===== config.mk =====
export PLATFORM = sky130hd
export DESIGN_NAME = conv2d_stream
export DESIGN_NICKNAME = d
export VERILOG_FILES = /design/src/rtl/conv2d_stream.sv
export SDC_FILE = /design/constraint.sdc
export NUM_CORES = 2
export LEC_CHECK = 0
export CAP_MARGIN = 10
export CELL_PAD_IN_SITES_DETAIL_PLACEMENT = 1
export CELL_PAD_IN_SITES_GLOBAL_PLACEMENT = 2
export CORE_MARGIN = 5
export CORE_UTILIZATION = 45
export CTS_BUF_LIST = sky130_fd_sc_hd__clkbuf_16
export CTS_CLUSTER_DIAMETER = 80
export DETAILED_ROUTE_END_ITERATION = 12
export DONT_BUFFER_PORTS = 1
export PLACE_DENSITY = 0.89
export SLEW_MARGIN = 20
export SYNTH_ARGS = -nofsm -noshare
export SYNTH_HDL_FRONTEND = slang
export SYNTH_SLANG_ARGS = --single-unit

===== constraint.sdc =====
create_clock -name clk -period 10.39 [get_ports clk]
set_input_delay 3.117 -clock clk [delete_from_list [all_inputs] [get_ports clk]]
set_output_delay 3.117 -clock clk [all_outputs]
set_load 0.005 [all_outputs]

===== src/rtl/conv2d_stream.sv =====
// conv2d_stream: streaming "valid" 2-D convolution (stride 1, no padding)
// over one IMG_H x IMG_W frame of signed pixels per run.
//
// Ports
//   clk, rst_n          clock, asynchronous active-low reset
//   en_conv2d           start request, sampled in IDLE only
//   w_we/w_addr/w_data  kernel weight write (row-major r*K+c), IDLE only
//   pix_valid/pix_data  pixel input stream, raster order
//   pix_ready           engine accepts a pixel this cycle
//   out_valid/out_data  result output stream, raster order
//   out_ready           downstream accepts the result
//   busy                high in RUN and DRAIN
//   done                one-cycle pulse in the DONE state
//
// Handshake semantics (both streams): a transfer happens on the rising edge
// where valid && ready are both high. The producer holds valid and data
// stable until that edge; ready may depend combinationally on the consumer's
// own ready (pix_ready follows out_ready) but valid never depends on ready.
module conv2d_stream #(
  parameter int DATA_W = 8,
  parameter int IMG_W  = 8,
  parameter int IMG_H  = 8,
  parameter int K      = 3,
  parameter int RELU   = 0,
  parameter int ACC_W  = 2*DATA_W+$clog2(K*K)
) (
  input  logic                                  clk,
  input  logic                                  rst_n,
  input  logic                                  en_conv2d,
  input  logic                                  w_we,
  input  logic [((K>1)?$clog2(K*K):1)-1:0]      w_addr,
  input  logic signed [DATA_W-1:0]              w_data,
  input  logic                                  pix_valid,
  input  logic signed [DATA_W-1:0]              pix_data,
  output logic                                  pix_ready,
  output logic                                  out_valid,
  output logic signed [ACC_W-1:0]               out_data,
  input  logic                                  out_ready,
  output logic                                  busy,
  output logic                                  done
);

  localparam int NW   = K*K;
  localparam int CW   = (IMG_W > 1) ? $clog2(IMG_W) : 1;
  localparam int RW   = (IMG_H > 1) ? $clog2(IMG_H) : 1;
  localparam int LB_N = (K > 1) ? K-1 : 1;

  typedef enum logic [1:0] {S_IDLE, S_RUN, S_DRAIN, S_DONE} state_t;

  // state is kept as a plain named register so checkers can bind to it
  state_t state, state_nxt;

  logic signed [DATA_W-1:0] wt     [NW];
  logic signed [DATA_W-1:0] win    [K][K];
  logic signed [DATA_W-1:0] nwin   [K][K];
  logic signed [DATA_W-1:0] newcol [K];
  logic signed [DATA_W-1:0] lb_col [LB_N];
  logic signed [ACC_W-1:0]  acc;
  logic signed [ACC_W-1:0]  res;

  logic [CW-1:0] col_cnt;
  logic [RW-1:0] row_cnt;

  logic accept;
  logic last_pix;
  logic win_done;
  logic start;

  assign start    = (state == S_IDLE) && en_conv2d;
  assign accept   = pix_valid && pix_ready;
  assign last_pix = (int'(row_cnt) == IMG_H-1) && (int'(col_cnt) == IMG_W-1);
  // the column guard keeps windows from straddling a row wrap
  assign win_done = accept && (int'(row_cnt) >= K-1) && (int'(col_cnt) >= K-1);

  // ---------------- FSM: state register ----------------
  always_ff @(posedge clk or negedge rst_n) begin
    if (!rst_n) state <= S_IDLE;
    else        state <= state_nxt;
  end

  // ---------------- FSM: next state ----------------
  always_comb begin
    state_nxt = state;
    case (state)
      S_IDLE:  if (en_conv2d)          state_nxt = S_RUN;
      S_RUN:   if (accept && last_pix) state_nxt = S_DRAIN;
      S_DRAIN: if (!out_valid || out_ready) state_nxt = S_DONE;
      S_DONE:  state_nxt = S_IDLE;
      default: state_nxt = S_IDLE;
    endcase
  end

  // ---------------- FSM: outputs ----------------
  always_comb begin
    pix_ready = (state == S_RUN) && (!out_valid || out_ready);
    busy      = (state == S_RUN) || (state == S_DRAIN);
    done      = (state == S_DONE);
  end

  // ---------------- weights ----------------
  always_ff @(posedge clk or negedge rst_n) begin
    if (!rst_n) begin
      for (int i = 0; i < NW; i++) wt[i] <= '0;
    end else if ((state == S_IDLE) && w_we && (int'(w_addr) < NW)) begin
      wt[w_addr] <= w_data;
    end
  end

  // ---------------- raster counters ----------------
  always_ff @(posedge clk or negedge rst_n) begin
    if (!rst_n) begin
      col_cnt <= '0;
      row_cnt <= '0;
    end else if (start) begin
      col_cnt <= '0;
      row_cnt <= '0;
    end else if (accept) begin
      if (int'(col_cnt) == IMG_W-1) begin
        col_cnt <= '0;
        row_cnt <= (int'(row_cnt) == IMG_H-1) ? '0 : row_cnt + 1'b1;
      end else begin
        col_cnt <= col_cnt + 1'b1;
      end
    end
  end

  // ---------------- line buffers ----------------
  // lb[j][col] holds the pixel of row (row - (K-1) + j) at this column, so
  // reading the current column gives the K-1 rows above the incoming pixel.
  if (K > 1) begin : g_lb
    logic signed [DATA_W-1:0] lb [K-1][IMG_W];

    always_ff @(posedge clk or negedge rst_n) begin
      if (!rst_n) begin
        for (int j = 0; j < K-1; j++)
          for (int x = 0; x < IMG_W; x++) lb[j][x] <= '0;
      end else if (accept) begin
        for (int j = 0; j < K-2; j++) lb[j][col_cnt] <= lb[j+1][col_cnt];
        lb[K-2][col_cnt] <= pix_data;
      end
    end

    always_comb begin
      for (int j = 0; j < K-1; j++) lb_col[j] = lb[j][col_cnt];
    end
  end else begin : g_nolb
    always_comb begin
      for (int j = 0; j < LB_N; j++) lb_col[j] = '0;
    end
  end

  // ---------------- window and MAC ----------------
  // The sum is taken over the window as it will be after this acceptance,
  // so the result registers on the same edge that shifts the window.
  always_comb begin
    for (int r = 0; r < K-1; r++) newcol[r] = lb_col[r];
    newcol[K-1] = pix_data;
    for (int r = 0; r < K; r++) begin
      for (int c = 0; c < K-1; c++) nwin[r][c] = win[r][c+1];
      nwin[r][K-1] = newcol[r];
    end
    acc = '0;
    for (int r = 0; r < K; r++)
      for (int c = 0; c < K; c++)
        acc = acc + ACC_W'(wt[r*K+c]) * ACC_W'(nwin[r][c]);
    res = ((RELU != 0) && acc[ACC_W-1]) ? '0 : acc;
  end

  always_ff @(posedge clk or negedge rst_n) begin
    if (!rst_n) begin
      for (int r = 0; r < K; r++)
        for (int c = 0; c < K; c++) win[r][c] <= '0;
    end else if (accept) begin
      for (int r = 0; r < K; r++)
        for (int c = 0; c < K; c++) win[r][c] <= nwin[r][c];
    end
  end

  // ---------------- output register ----------------
  // A new result may load in the same cycle the old one drains; pix_ready
  // already guarantees the slot is free or emptying when win_done is high.
  always_ff @(posedge clk or negedge rst_n) begin
    if (!rst_n) begin
      out_valid <= 1'b0;
      out_data  <= '0;
    end else if (win_done) begin
      out_valid <= 1'b1;
      out_data  <= res;
    end else if (out_valid && out_ready) begin
      out_valid <= 1'b0;
    end
  end

endmodule


==> impl_metrics.toml <==
[run_status]
status = "finished clean"

[detailed_routing]
routed_via_density = 5.28
avgRoutedWirePerCell_um = 24.3
antenna_left = 0
wirelength_um = 111000
drt-initial-drc-count = 1524
vias = 24257
firstDrtPassIters = 5
drc = 0

[synth]
synthCells = 3513
ys_seq_area_frac = 0.187
syn-num-nets = 4528
synth_edf_count = 0
avgSynthCellArea_um2 = 10.6
yosysMostFrequentCell = "inv_1"
synth_area_leaders = "fa_1 42%, dfrtp_1 19%, inv_1 8.6%, ha_1 6.9%, and2_1 4.7%"
yosys_register_bits = 277
async_reset_ff_frac = 1.00
synth_top_area_share = 0.423
syn_area_um2 = 37100
synth.distinct_cells = 76
synth_ff_type = "dfrtp_1"
synth_top_cell_by_area = "fa_1"
synth_warnings = 0
netlist_top_cells_count = "849 x inv_1, 785 x fa_1, 321 x nand2_1, 278 x and2_1, 277 x dfrtp_1"

[global_routing]
grtUsageTotal = 0.258
grt_pass1_vias = 28168
grt_max_degree = 278
use_met2 = 0.439
top_usage_layer = "met2"
antenna_found_initial = 5
overflow = 0
grt_use_met3 = 0.0349
grtUsageMet1 = 0.338
grt_pass1_wl_um = 173000

[worst_hold_path]
hold_end = "g_lb.lb[8]"
worstHoldStart = "g_lb.lb[8]"
min_path_cells = 1
hold_class = "flip-flop to flip-flop"

[clock_network]
cts_max_path_buffers = 3
cts_buffers = 38
path_clk_slew_ps = 60
cts_tree = "done"
cts-root-buf = "clkbuf_16"
cts.sinks = 277
post_cts_buffers = 0
htree_levels = 2
clock_latency_ps = 590

[timing]
period_minus_slack_ps = 9880
tightest_slew_ps = 1100
fin_ws_ps = 514
setup_violations = 0
fmax_ghz = 0.101
slew_viol_final = 0
fin_crit_sh = 0.951
slew_headroom = 0.265
skew_ps = 21.1
rsz0062_at_grt = "false"
finalHoldViolations = 0

[critical_path]
critical_path_class = "input port to flip-flop"
r2r_end = "out_data[17]"
crit_required_ps = 10850
crit_path_end_kind = "flip-flop"
r2r_cells = 30
worstPathArrival_ps = 10330
reg2reg_slack_ps = 730
r2r_start = "col_cnt[1]"
startpoint_type = "input port"
cp_max_fo = 17

[final_layout]
seq_area_um2 = 6930
num-nets-final = 4499
drive_above_1_share = 0.0843
fillers = 9010
synthToLayoutAreaGrowth_pct = 6.26
multi_input_area_um2 = 26500

[flow_run]
cap_violations = 0

[floorplanning]
initial_core_util = 0.453
fp.dieH_um = 297
die-area_um2 = 88400
ioPinCount = 50
core_area_um2 = 82000
rows = 105
die_w_um = 297

[place]
dpl.hpwl_um = 90800
gp_congestion = 0.918
port_buffers = 0
post-place-ws_ps = -244
cells in the final DEF (no fill, tap or decap), types with 60 or more instances in the layout:
master	synthesis	routed
inv_1	849	851
fa_1	785	785
nand2_1	321	321
and2_1	278	277
dfrtp_1	277	275
ha_1	204	204
mux2_2	147	147
nor2_1	129	129
a21oi_1	92	92
nor2b_1	60	60
worst max-delay path by stage:
| stage | start | to | slack [ps] | depth (start not counted) |
|---|---|---|---|---|
| after floorplan | pix_data[0] | out_data[13] | 10 | 26 |
| after global placement | pix_data[0] | out_data[17] | -90 | 25 |
| after detailed placement | pix_data[0] | out_data[13] | -240 | 25 |
| after CTS | pix_data[0] | out_data[13] | 370 | 25 |
| after global routing | pix_data[1] | out_data[16] | 160 | 23 |
| final | pix_data[1] | out_data[19] | 510 | 25 |
timing repair:
action                     CTS  global route
setup endpoints to repair    0             1
gates resized for setup      0             1
hold buffers                 0             0
registers in the layout, indices dropped and copies added, names as in the netlist:
name / count
g_lb.lb: 128
col_cnt: 3
out_valid: 1
out_data: 20
state: 2
row_cnt: 3
nwin: 48
wt: 72
cell families after synthesis:
| family | after synthesis | synth area share |
|---|---|---|
| xor+xnor | 33 | 0.00778 |
| buf+inv | 957 | 0.101 |
| mux | 181 | 0.0588 |
| fa+ha+maj | 989 | 0.492 |
| flops | 277 | 0.187 |
| simple gates | 876 | 0.120 |
| compound gates | 200 | 0.0341 |
worst max-delay path: stages:
cell      delay, ps
nand2_1          90
inv_1           100
fa_1            770
fa_1            520
fa_1            590
fa_1            460
fa_1            550
inv_1            60
fa_1            470
inv_1            50
fa_1            480
fa_1            510
fa_1            520
inv_1            60
fa_1            470
inv_1            40
ha_1            340
and3_1          170
o211ai_1        120
buf_4           170
a211oi_1        170
nor2_1           90
a21oi_1         170
xnor2_1         140
o21ai_1          70
final cells by class:
type                            instances  share of cell area
Timing Repair Buffer                   37             0.00736
Antenna cell                           10            0.000634
Clock inverter                         28             0.00679
Clock buffer                           38              0.0241
Multi-Input combinational cell       2279               0.671
Tap cell                             1070              0.0339
Sequential cell                       277               0.176
Inverter                              851              0.0809
per-layer routing:
| layer | wire length [um] | vias up |
|---|---|---|
| met1 | 45700 | 13138 |
| met3 | 5560 | 188 |
| met4 | 5150 | 2 |
| li1 | - | 10335 |
| met5 | 13 | - |
| met2 | 55100 | 594 |
per-stage QoR:
step	TNS (ps)	util	instance area [um^2]	instances	hold WS [ps]
3_5_place_dp	-820	0.466	38200	4514	492
2_1_floorplan	0	-	37100	3513	473
5_1_grt	0	0.481	39500	4589	522
3_3_place_gp	-291	0.466	38200	4514	484
4_1_cts	0	0.481	39400	4580	507
6_report	0	0.481	39500	4590	500
Power is not shown: default switching activity piles up to over one toggle a cycle in this logic, so the estimate is an artifact.
